--- config.mk ---
export PLATFORM = sky130hd
export DESIGN_NAME = panel_switch_ctrl
export DESIGN_NICKNAME = d
export VERILOG_FILES = /design/src/rtl/panel_pkg.sv /design/src/rtl/panel_ev_fifo.sv /design/src/rtl/panel_switch_ctrl.sv
export SDC_FILE = /design/constraint.sdc
export NUM_CORES = 1
export LEC_CHECK = 0
export ABC_CLOCK_PERIOD_IN_PS = 5200
export CAP_MARGIN = 20
export CELL_PAD_IN_SITES_DETAIL_PLACEMENT = 1
export CELL_PAD_IN_SITES_GLOBAL_PLACEMENT = 1
export CORE_ASPECT_RATIO = 0.9
export CORE_UTILIZATION = 25
export DETAILED_ROUTE_END_ITERATION = 10
export PLACE_DENSITY = 0.5
export SLEW_MARGIN = 40
export SYNTH_ARGS = -nofsm -noshare
export SYNTH_HDL_FRONTEND = slang
export SYNTH_HIERARCHICAL = 1
export SYNTH_SLANG_ARGS = --single-unit
export TNS_END_PERCENT = 100
--- constraint.sdc ---
create_clock -name clk -period 5.2 [get_ports clk]
set_input_delay 0.78 -clock clk [delete_from_list [all_inputs] [get_ports clk]]
set_output_delay 0.78 -clock clk [all_outputs]
set_load 0.1 [all_outputs]
--- src/rtl/panel_pkg.sv ---
// Shared types and default parameters for the front-panel switch controller.
// The event record is sized for the widest supported panel (16 channels).
package panel_pkg;

  localparam int N_DEF         = 8;
  localparam int DIV_W_DEF     = 15;
  localparam int STABLE_DEF    = 4;
  localparam int DEPTH_DEF     = 4;
  localparam int POR_TICKS_DEF = 10;

  localparam int CODE_MAX_W = 4;

  typedef struct packed {
    logic [CODE_MAX_W-1:0] code;
    logic                  press;
  } ev_t;

  localparam int EV_W = $bits(ev_t);

endpackage

--- src/rtl/panel_ev_fifo.sv ---
// Small synchronous event FIFO; head is read combinationally from the storage.
// A push is dropped whenever the FIFO is full, even if a pop happens that cycle.
module panel_ev_fifo
  import panel_pkg::*;
#(
  parameter int W     = EV_W,
  parameter int DEPTH = DEPTH_DEF
) (
  input  logic         clk,
  input  logic         rst,
  input  logic         push,
  input  logic [W-1:0] push_data,
  input  logic         pop,
  output logic [W-1:0] head,
  output logic         full,
  output logic         empty
);

  localparam int AW = $clog2(DEPTH);

  logic [AW:0]  wr_q, wr_d;
  logic [AW:0]  rd_q, rd_d;
  logic [W-1:0] mem_q [DEPTH];
  logic [W-1:0] mem_d [DEPTH];
  logic         push_ok;
  logic         pop_ok;

  // Pointers carry one extra wrap bit to tell full from empty.
  assign empty   = (wr_q == rd_q);
  assign full    = (wr_q[AW] != rd_q[AW]) && (wr_q[AW-1:0] == rd_q[AW-1:0]);
  assign push_ok = push && !full;
  assign pop_ok  = pop && !empty;
  assign head    = mem_q[rd_q[AW-1:0]];

  always_comb begin
    mem_d = mem_q;
    wr_d  = wr_q;
    rd_d  = rd_q;
    if (push_ok) begin
      mem_d[wr_q[AW-1:0]] = push_data;
      wr_d                = wr_q + 1'b1;
    end
    if (pop_ok) begin
      rd_d = rd_q + 1'b1;
    end
  end

  always_ff @(posedge clk or posedge rst) begin
    if (rst) begin
      wr_q <= '0;
      rd_q <= '0;
      for (int i = 0; i < DEPTH; i++) begin
        mem_q[i] <= '0;
      end
    end else begin
      wr_q  <= wr_d;
      rd_q  <= rd_d;
      mem_q <= mem_d;
    end
  end

endmodule

--- src/rtl/panel_switch_ctrl.sv ---
// Front-panel switch controller: synchronize, debounce on a shared tick, queue
// press/release events round-robin into a FIFO, and hold the CPU in power-on reset.
module panel_switch_ctrl
  import panel_pkg::*;
#(
  parameter int N         = N_DEF,
  parameter int DIV_W     = DIV_W_DEF,
  parameter int STABLE    = STABLE_DEF,
  parameter int DEPTH     = DEPTH_DEF,
  parameter int POR_TICKS = POR_TICKS_DEF
) (
  input  logic                 clk,
  input  logic                 reset,
  input  logic [N-1:0]         sw,
  output logic [N-1:0]         sw_state,
  output logic                 ev_valid,
  input  logic                 ev_ready,
  output logic [$clog2(N)-1:0] ev_code,
  output logic                 ev_press,
  output logic                 ev_overflow,
  input  logic                 ov_clear,
  output logic                 por_out
);

  localparam int CODE_W = $clog2(N);
  localparam int CNT_W  = $clog2(STABLE + 1);
  localparam int POR_W  = $clog2(POR_TICKS + 1);

  logic [N-1:0]       sync1_q, sync1_d;
  logic [N-1:0]       sync2_q, sync2_d;
  logic [DIV_W-1:0]   div_q, div_d;
  logic [N-1:0]       state_q, state_d;
  logic [CNT_W-1:0]   cnt_q [N];
  logic [CNT_W-1:0]   cnt_d [N];
  logic [N-1:0]       pend_q, pend_d;
  logic [N-1:0]       pol_q, pol_d;
  logic [CODE_W-1:0]  rr_q, rr_d;
  logic               ov_q, ov_d;
  logic               por_q, por_d;
  logic [POR_W-1:0]   por_cnt_q, por_cnt_d;

  logic               tick;
  logic [N-1:0]       toggle;
  logic               gnt_found;
  logic [CODE_W-1:0]  gnt_idx;
  logic [CODE_W-1:0]  cand;
  int                 idx;
  logic [N-1:0]       gnt_mask;
  logic               push;
  logic               ov_set;
  logic               fifo_full;
  logic               fifo_empty;
  ev_t                push_ev;
  ev_t                head_ev;
  logic               unused_code;

  assign sync1_d = sw;
  assign sync2_d = sync1_q;
  assign div_d   = div_q + 1'b1;
  assign tick    = &div_q;

  // Debounce: a channel flips only after STABLE consecutive ticks disagreeing.
  always_comb begin
    state_d = state_q;
    toggle  = '0;
    for (int i = 0; i < N; i++) begin
      cnt_d[i] = cnt_q[i];
      if (tick) begin
        if (sync2_q[i] != state_q[i]) begin
          if (cnt_q[i] == CNT_W'(STABLE - 1)) begin
            toggle[i]  = 1'b1;
            state_d[i] = ~state_q[i];
            cnt_d[i]   = '0;
          end else begin
            cnt_d[i] = cnt_q[i] + 1'b1;
          end
        end else begin
          cnt_d[i] = '0;
        end
      end
    end
  end

  // Round-robin search starting at rr_q; works on registered pend so a new
  // toggle is granted one cycle after it is accepted.
  always_comb begin
    gnt_found = 1'b0;
    gnt_idx   = '0;
    idx       = 0;
    cand      = '0;
    for (int k = 0; k < N; k++) begin
      idx = int'(rr_q) + k;
      if (idx >= N) begin
        idx = idx - N;
      end
      cand = CODE_W'(idx);
      if (!gnt_found && pend_q[cand]) begin
        gnt_found = 1'b1;
        gnt_idx   = cand;
      end
    end
  end

  assign push = gnt_found && !fifo_full;

  always_comb begin
    gnt_mask = '0;
    rr_d     = rr_q;
    if (push) begin
      gnt_mask[gnt_idx] = 1'b1;
      rr_d = (gnt_idx == CODE_W'(N - 1)) ? '0 : gnt_idx + 1'b1;
    end
    push_ev.code  = CODE_MAX_W'(gnt_idx);
    push_ev.press = pol_q[gnt_idx];
  end

  // A fresh toggle beats a same-cycle grant clear; it only counts as a lost
  // event when the earlier one is still waiting and not being pushed now.
  always_comb begin
    pend_d = pend_q & ~gnt_mask;
    pol_d  = pol_q;
    ov_set = 1'b0;
    for (int i = 0; i < N; i++) begin
      if (toggle[i]) begin
        pend_d[i] = 1'b1;
        pol_d[i]  = state_d[i];
        if (pend_q[i] && !gnt_mask[i]) begin
          ov_set = 1'b1;
        end
      end
    end
    ov_d = ov_set | (ov_q & ~ov_clear);
  end

  always_comb begin
    por_d     = por_q;
    por_cnt_d = por_cnt_q;
    if (por_q && tick) begin
      por_cnt_d = por_cnt_q + 1'b1;
      if (por_cnt_q == POR_W'(POR_TICKS - 1)) begin
        por_d = 1'b0;
      end
    end
  end

  always_ff @(posedge clk or posedge reset) begin
    if (reset) begin
      sync1_q   <= '0;
      sync2_q   <= '0;
      div_q     <= '0;
      state_q   <= '0;
      pend_q    <= '0;
      pol_q     <= '0;
      rr_q      <= '0;
      ov_q      <= 1'b0;
      por_q     <= 1'b1;
      por_cnt_q <= '0;
      for (int i = 0; i < N; i++) begin
        cnt_q[i] <= '0;
      end
    end else begin
      sync1_q   <= sync1_d;
      sync2_q   <= sync2_d;
      div_q     <= div_d;
      state_q   <= state_d;
      pend_q    <= pend_d;
      pol_q     <= pol_d;
      rr_q      <= rr_d;
      ov_q      <= ov_d;
      por_q     <= por_d;
      por_cnt_q <= por_cnt_d;
      cnt_q     <= cnt_d;
    end
  end

  // Event port: valid/ready; the head transfers on a cycle where both are high,
  // and while valid is high without ready the head holds and valid stays up.
  panel_ev_fifo #(
    .W     (EV_W),
    .DEPTH (DEPTH)
  ) u_fifo (
    .clk       (clk),
    .rst       (reset),
    .push      (push),
    .push_data (push_ev),
    .pop       (ev_valid && ev_ready),
    .head      (head_ev),
    .full      (fifo_full),
    .empty     (fifo_empty)
  );

  assign ev_valid    = !fifo_empty;
  assign ev_code     = head_ev.code[CODE_W-1:0];
  assign ev_press    = head_ev.press;
  assign unused_code = ^head_ev.code;
  assign sw_state    = state_q;
  assign ev_overflow = ov_q;
  assign por_out     = por_q;

endmodule
; Yosys cells after proc, flatten, opt, wreduce, memory -nomap -nowiden
; Index checks and enable logic that the tools add are counted.
[word_totals]
register_bits = 114
input_bits = 12
out_inout_bits = 15
wordCells = 298
[classes]
n_addsub = 28
magnitude_cmp = 21
n_eq_ne = 21
mux = 140
bitwise_logic = 15
n_reduce_logical = 42
[op_table]
columns = op, count
row1 = $mux 3, 33
row2 = $mux 1, 90
row3 = $lt 3x4->1 const B, 9
row4 = $add 3x1->3 const B, 11
row5 = $ge 4x4->1 const B, 7
row6 = $bmux 1 s3, 9
row7 = $eq 3x2->1 const B, 8
row8 = $sub 3x1->3 const B, 8
row9 = $logic_and 1x1->1, 23
row10 = $bwmux 20, 1
row11 = $logic_not 1->1, 17
row12 = $add 3x3->4 const B, 4
row13 = $add 15x1->15 const B, 1
row14 = $reduce_and 15->1, 1
row15 = $bmux 5 s2, 1
row16 = $demux 5 s2, 1
row17 = $ne 1x1->1, 9
row18 = $not 1->1, 9
row19 = $add 3x2->4 const B, 2
row20 = $and 8x8->8, 1
row21 = $mux 4, 2
row22 = $mux 8, 1
row23 = $not 8->8, 1
row24 = $ge 3x3->1 const B, 2
row25 = 15 further kinds, 16

; Logic depth before layout (Yosys ltp)
; Gate-level depths: netlist (run 1).
[depth]
ltp_word = 50
depth_mapped = 17

; Cells and area by module
; Netlist (run 1), hierarchy kept.
[by_module_without_submodules]
columns = module, instances, cells_per_inst, area_per_inst_um2, seq_area_each_um2
row1 = panel_switch_ctrl, 1, 493, 5167.5, 2203.4
row2 = panel_ev_fifo, 1, 95, 1378.8, 650.6

; Worst setup path after synthesis (run 1)
; Ideal clock, no wire load.
[synth_timing]
kind = register to register
from = reg rr_q[1]
to = reg u_fifo/mem_q[5] (netlist bit)
setup_ns = 0.125
arrival_time_ns = 3.378
t_required_ns = 5.075
path_slack_ns = 1.697
stages_incl_launch_ff = 16
path_buffers = 5
path_cell_list = dfrtp_1 buf_6 buf_6 inv_1 ha_1 buf_4 buf_4 mux2i_1 mux2i_1 o221a_2 nor4_4 a31oi_1 buf_1 nand2_1 a31oi_2 mux2_2
[synth_lines]
columns = element, line_no
row1 = from (decl), panel_switch_ctrl.sv:37  ; logic [CODE_W-1:0] rr_q, rr_d;
row2 = from (signal assigned), panel_switch_ctrl.sv:168  ; rr_q <= rr_d;
row3 = "parallel branches: the longest is 25 deep, another holds $add 3x1->4", --
row4 = $mux 1 *, panel_switch_ctrl.sv:97  ; if (!gnt_found && pend_q[cand]) begin
row5 = $logic_and 1x1->1 *, panel_switch_ctrl.sv:104  ; assign push = gnt_found && !fifo_full;
row6 = via push, panel_switch_ctrl.sv:49  ; logic push;
row7 = $logic_and 1x1->1 *, panel_ev_fifo.sv:31  ; assign push_ok = push && !full;
row8 = to (signal assigned), panel_ev_fifo.sv:58  ; mem_q <= mem_d;
row9 = to (decl), panel_ev_fifo.sv:23  ; logic [W-1:0] mem_q [DEPTH];
; Mark *: on every way through the listed nets, which the timed path passes. The select of a mux whose other input is x is not followed.
; A chain may end at the register's enable or synchronous reset.

; Worst setup path after layout (run 1)
[layout_timing]
from = reg rr_q[1]
to = reg ov_q, in the netlist ev_overflow
[layout_lines]
columns = element, line_no
row1 = "parallel branches: the longest is 25 deep, another holds $add 3x1->4", --
row2 = $mux 1 *, panel_switch_ctrl.sv:97
row3 = $logic_and 1x1->1 *, panel_switch_ctrl.sv:104
row4 = via push, panel_switch_ctrl.sv:49
row5 = $mux 8 *, panel_switch_ctrl.sv:109  ; if (push) begin
row6 = $logic_not 1->1, panel_switch_ctrl.sv:127  ; if (pend_q[i] && !gnt_mask[i]) begin
row7 = $logic_and 1x1->1, panel_switch_ctrl.sv:127
row8 = $mux 1, panel_switch_ctrl.sv:127
row9 = [... 9 more ...], --
row10 = $mux 1, panel_switch_ctrl.sv:127
row11 = $mux 1, panel_switch_ctrl.sv:124  ; if (toggle[i]) begin
row12 = $mux 1, panel_switch_ctrl.sv:127
row13 = $mux 1, panel_switch_ctrl.sv:124
row14 = $mux 1, panel_switch_ctrl.sv:127
row15 = $mux 1 *, panel_switch_ctrl.sv:124
row16 = $or 1x1->1 *, panel_switch_ctrl.sv:132  ; ov_d = ov_set | (ov_q & ~ov_clear);
row17 = via ov_d, panel_switch_ctrl.sv:38  ; logic ov_q, ov_d;
row18 = to (signal assigned), panel_switch_ctrl.sv:169  ; ov_q <= ov_d;
row19 = to (decl), panel_switch_ctrl.sv:38
; Marked as above.

==> results.tsv, run 1 <==
metric	value	unit
outcome	finished, final reports clean	
holdBufCountCts	0	
peakVddDrop	137	uV
holdWs	0.351	ns
cellPowerDensity	226	nW/um^2
rsz0062_at_grt	false	
cp-end-kind	flip-flop	
wl	15.5	mm
use_met3	2.06	%
dp_hpwl	11.0	mm
hold_end	sync2_q[1]	
insertion_delay	0.36	ns
cp-start-kind	flip-flop	
netlist_area	6370	um^2
syn_to_final_growth	12.4	%
grt_pass1_vias	4985	
power.total	1.62	mW
path_class	flip-flop to flip-flop	
ios	27	
htree_levels	3	
p_leak	3.18	nW
r2r_setup_slack	0.83	ns
clock_sinks	110	
ant_nets	0	
hold_violations	0	
drtIter0Drc	181	
maxCapViolations	0	
setup_tns	0	ns
cts_resized	0	
rows	55	
clock-root-buffer	clkbuf_16	
antenna_found_initial	0	
hold_path.class	flip-flop to flip-flop	
grt_max_degree	47	
wire_per_inst	16.5	um
firstDrtPassIters	4	
arrival	4.58	ns
crit_family	compound AO/OA/AOI/OAI gates	
die_h	153	um
period_needed	4.37	ns
n_antenna_cell	0	
r2r-end	ev_overflow	
clk_pin_slew_worst_paths	0.07	ns
timing.fmax	0.229	GHz
syn_avg_cell_area	11.0	um^2
synth_warnings	6	
place_area	6860	um^2
min_from	sync1_q[1]	
drc	0	
worst_slack	0.835	ns
vias	4496	
die_x	170	um
r2r-start	rr_q[1]	
holdPathStages	0	
syn_inst	578	
grt-busiest-layer	met2	
worst_pin_slew	0.754	ns
gp_congestion	0.789	
vias_per_cell	4.79	
grt_pass1_wl	26.3	mm
drive_gt1_share	20.0	%
core	25100	um^2
portBuffers	26	
report.final.slew_viol_count	0	
fin_area	7170	um^2
relSlewSlack	49.8	%
crit_fanout	20	
grt_use_met1	16.6	%
grt-ovfl-total	0	
fin_crit_sh	83.9	%
dp_slack	0.837	ns
cp_slowest_cell	ha_1	
dieArea	26100	um^2
post_cts_buffers	0	
cts_buffers	9	
start_util	25.4	%
skew	0.0152	ns
clk_path_buf_depth	2	
reg2regPathDepth	13	
crit_chain	buf_4 > inv_1 > ha_1 > mux2i_1 > mux2i_1 > o221a_2 > nor4_4 > a31oi_1 > buf_4 > nor2b_1 > nand3_1 > a32oi_1 > nand4_1	
syn-num-nets	610	
worstPathRequired	5.42	ns
setup_viol	0	
cpPeakStageDelay	0.81	ns
fin_nets	623	
tritoncts	built	
critPathBufInv	3	
track_usage	12.8	%
grtUsageMet2	21.1	%
layout by cell type, fill, tap and decap left out, drive strengths merged, types with 13 or more instances in the layout:
master	n
dfrtp	109
nand2	74
mux2	37
o21ai	32
nor2	27
nand3	23
xnor2	23
buf	22
mux4	21
ha	20
mux2i	16
inv	16
nor2b	14
a21oi	13
nor3	13
xor2	13
layout make-up:
| type | count | area [um^2] |
|---|---|---|
| Fill cell | 2822 | 17900 |
| Multi-Input combinational cell | 422 | 3380 |
| Sequential cell | 110 | 2750 |
| Tap cell | 342 | 428 |
| Clock buffer | 10 | 239 |
| Timing Repair Buffer | 33 | 238 |
| Clock inverter | 6 | 67.6 |
| Inverter | 15 | 58.8 |
power by group:
| part | switching [mW] | internal [mW] |
|---|---|---|
| clock | 0.326 | 0.390 |
| combinational | 0.0244 | 0.0119 |
| sequential | 0.00451 | 0.861 |
sequential cells by signal, summed over array words and instances (netlist names):
signal and flops:
div_q 15, sync1_q 8, pend_q 8, u_fifo/rd_q 3, por_out 1, ev_overflow 1
u_fifo/mem_q 16, cnt_q 24, sw_state 8, sync2_q 8, rr_q 3, por_cnt_q 4
pol_q 8, u_fifo/wr_q 3
routing by layer:
layer	part of all wire, %	up-vias	wire, um
met5	0	-	0
met4	2.1	0	329
met3	2.7	19	417
met2	48	69	7460
met1	47	2290	7260
li1	-	2118	-
metrics by stage:
step                      instances  utilization (%)
final                           938             28.5
after global routing            938             28.5
after CTS                       938             28.5
after detailed placement        922             27.3
after global placement          922             27.6
after floorplan                 578                -
how the worst max path moves through the flow:
stage / from / endpoint / slack, ns / cells after the start
floorplan: rr_q[1] / rr_q[0] / 1.72 / 15
CTS: rr_q[1] / ev_overflow / 0.82 / 13
detailed placement: rr_q[1] / ev_overflow / 0.84 / 13
global placement: rr_q[1] / ev_overflow / 1.01 / 13
global route: rr_q[1] / ev_overflow / 0.45 / 13
finish: rr_q[1] / ev_overflow / 0.83 / 13
worst reg2reg max path, stage by stage (launching register included):
cell	delay, ns
dfrtp_1	0.33
buf_4	0.28
inv_1	0.20
ha_1	0.81
mux2i_1	0.25
mux2i_1	0.25
o221a_2	0.29
nor4_4	0.07
a31oi_1	0.57
buf_4	0.27
nor2b_1	0.41
nand3_1	0.13
a32oi_1	0.24
nand4_1	0.13
(Power assumes the default switching activity.)
==> run 2, diff against run 1 <==
ABC_CLOCK_PERIOD_IN_PS = 3800   (was 5200)
PLACE_DENSITY = 0.52   (was 0.5)
clock period = 3.8 ns   (was 5.2 ns; I/O delays follow)
==> results.tsv, run 2 (synthesized netlist as in run 1, its figures left out) <==
metric	value	unit
dieArea	26100	um^2
crit_fanout	11	
wl	15.8	mm
drive_gt1_share	21.4	%
clockPowerShare	44.1	%
ios	27	
cellPowerDensity	304	nW/um^2
htree_levels	3	
firstDrtPassIters	4	
rsz0062_at_grt	false	
timing.fmax	0.278	GHz
fin_area	7280	um^2
ant_nets	0	
r2r_setup_slack	0.20	ns
clk_pin_slew_worst_paths	0.07	ns
worstPathRequired	4.04	ns
largest_register_ffs	24	
peakVddDrop	190	uV
setup_tns	0	ns
die_h	153	um
hold_path.class	flip-flop to flip-flop	
fin_nets	631	
holdBufCountCts	0	
gp_congestion	0.802	
grt-ovfl-total	0	
drtIter0Drc	121	
clk_path_buf_depth	2	
vias_per_cell	4.86	
mostFrequentLayoutCells	dfrtp_1, nand2_1, mux2_2, o21ai_0, nor2_1	
wire_per_inst	16.7	um
r2r-end	u_fifo/mem_q[10]	
power.total	2.21	mW
n_antenna_cell	0	
portBuffers	26	
post_cts_buffers	0	
cp-startpoint	rr_q[1]	
holdPathStages	0	
skew	0.0120	ns
place_area	6960	um^2
setup_viol	0	
p_leak	3.23	nW
hold_violations	0	
cts_buffers	9	
rows	55	
reg2regPathDepth	14	
power.switching	495	uW
period_needed	3.60	ns
dp_hpwl	11.6	mm
die_x	170	um
vias	4594	
insertion_delay	0.35	ns
cts_resized	0	
p_sw_share	22.4	%
fin_util	29.0	%
cp-start-kind	flip-flop	
track_usage	13.0	%
report.final.slew_viol_count	0	
power_frac_comb	2.3	%
relSlewSlack	51.2	%
r2r-start	rr_q[1]	
antenna_found_initial	0	
fill_cells	2812	
drc	0	
path_class	flip-flop to flip-flop	
core	25100	um^2
fin_crit_sh	94.7	%
outcome	finished, final reports clean	
top_regs	cnt_q (24), u_fifo/mem_q (16), div_q (15)	
p_seq_share	53.6	%
clock_sinks	110	
grt_pass1_vias	5070	
cp-end-kind	flip-flop	
syn_to_final_growth	14.2	%
final_common_cell	dfrtp_1	
tritoncts	built	
clock-root-buffer	clkbuf_16	
crit_end	u_fifo/mem_q[10]	
p_int	1.72	mW
arrival	3.84	ns
top_register	cnt_q	
maxCapViolations	0	
worst_pin_slew	0.732	ns
holdWs	0.352	ns
start_util	25.4	%
grt_max_degree	89	
grt_pass1_wl	26.8	mm
run 2: layer usage:
layer	share of wire [%]	track usage [%]
met5	0	0
met4	2.2	5.15
met3	1.8	1.93
met2	50	21.8
met1	46	16.8
run 2: through the flow:
stage | worst slack (ns) | instances
2_1_floorplan | 0.317 | 578
3_3_place_gp | 0.207 | 930
3_5_place_dp | 0.0337 | 930
4_1_cts | 0.0253 | 946
5_1_grt | 0.0340 | 946
6_report | 0.201 | 946
run 2: how the worst min path moves through the flow:
stage          startpoint          to  slack, ns
5_1_grt        sync1_q[5]  sync2_q[5]       0.37
3_5_place_dp   sync1_q[0]  sync2_q[0]       0.34
3_3_place_gp   sync1_q[4]  sync2_q[4]       0.33
6_report       sync1_q[4]  sync2_q[4]       0.35
2_1_floorplan  sync1_q[0]  sync2_q[0]       0.33
4_1_cts        sync1_q[0]  sync2_q[0]       0.35
run 2: critical path, cell delays in order, from the launching register on:
cell,delay (ns)
dfrtp_1,0.35
inv_1,0.06
ha_2,0.50
buf_12,0.17
mux2i_1,0.34
mux2i_1,0.17
o221a_2,0.36
nor4_4,0.32
o211ai_1,0.19
o21ai_4,0.21
mux2i_1,0.25
mux2i_1,0.09
nand2_1,0.08
o21ai_1,0.11
mux2_2,0.29
run 2: power groups by stage:
stage	clock network [mW]	registers (mW)	logic [mW]
after detailed placement	0	1.21	0.0534
after CTS	1.02	1.18	0.0536
after global routing	1.06	1.19	0.0581
final	0.975	1.18	0.0507
after floorplan	0	1.21	0.0277
after global placement	0	1.21	0.0516
run 2: final cells by class:
class | count | area, um^2 | area share (%)
Multi-Input combinational cell | 422 | 3390 | 46.6
Sequential cell | 110 | 2750 | 37.8
Tap cell | 342 | 428 | 5.88
Timing Repair Buffer | 41 | 338 | 4.64
Clock buffer | 9 | 225 | 3.09
Clock inverter | 7 | 80.1 | 1.10
Inverter | 15 | 57.6 | 0.791
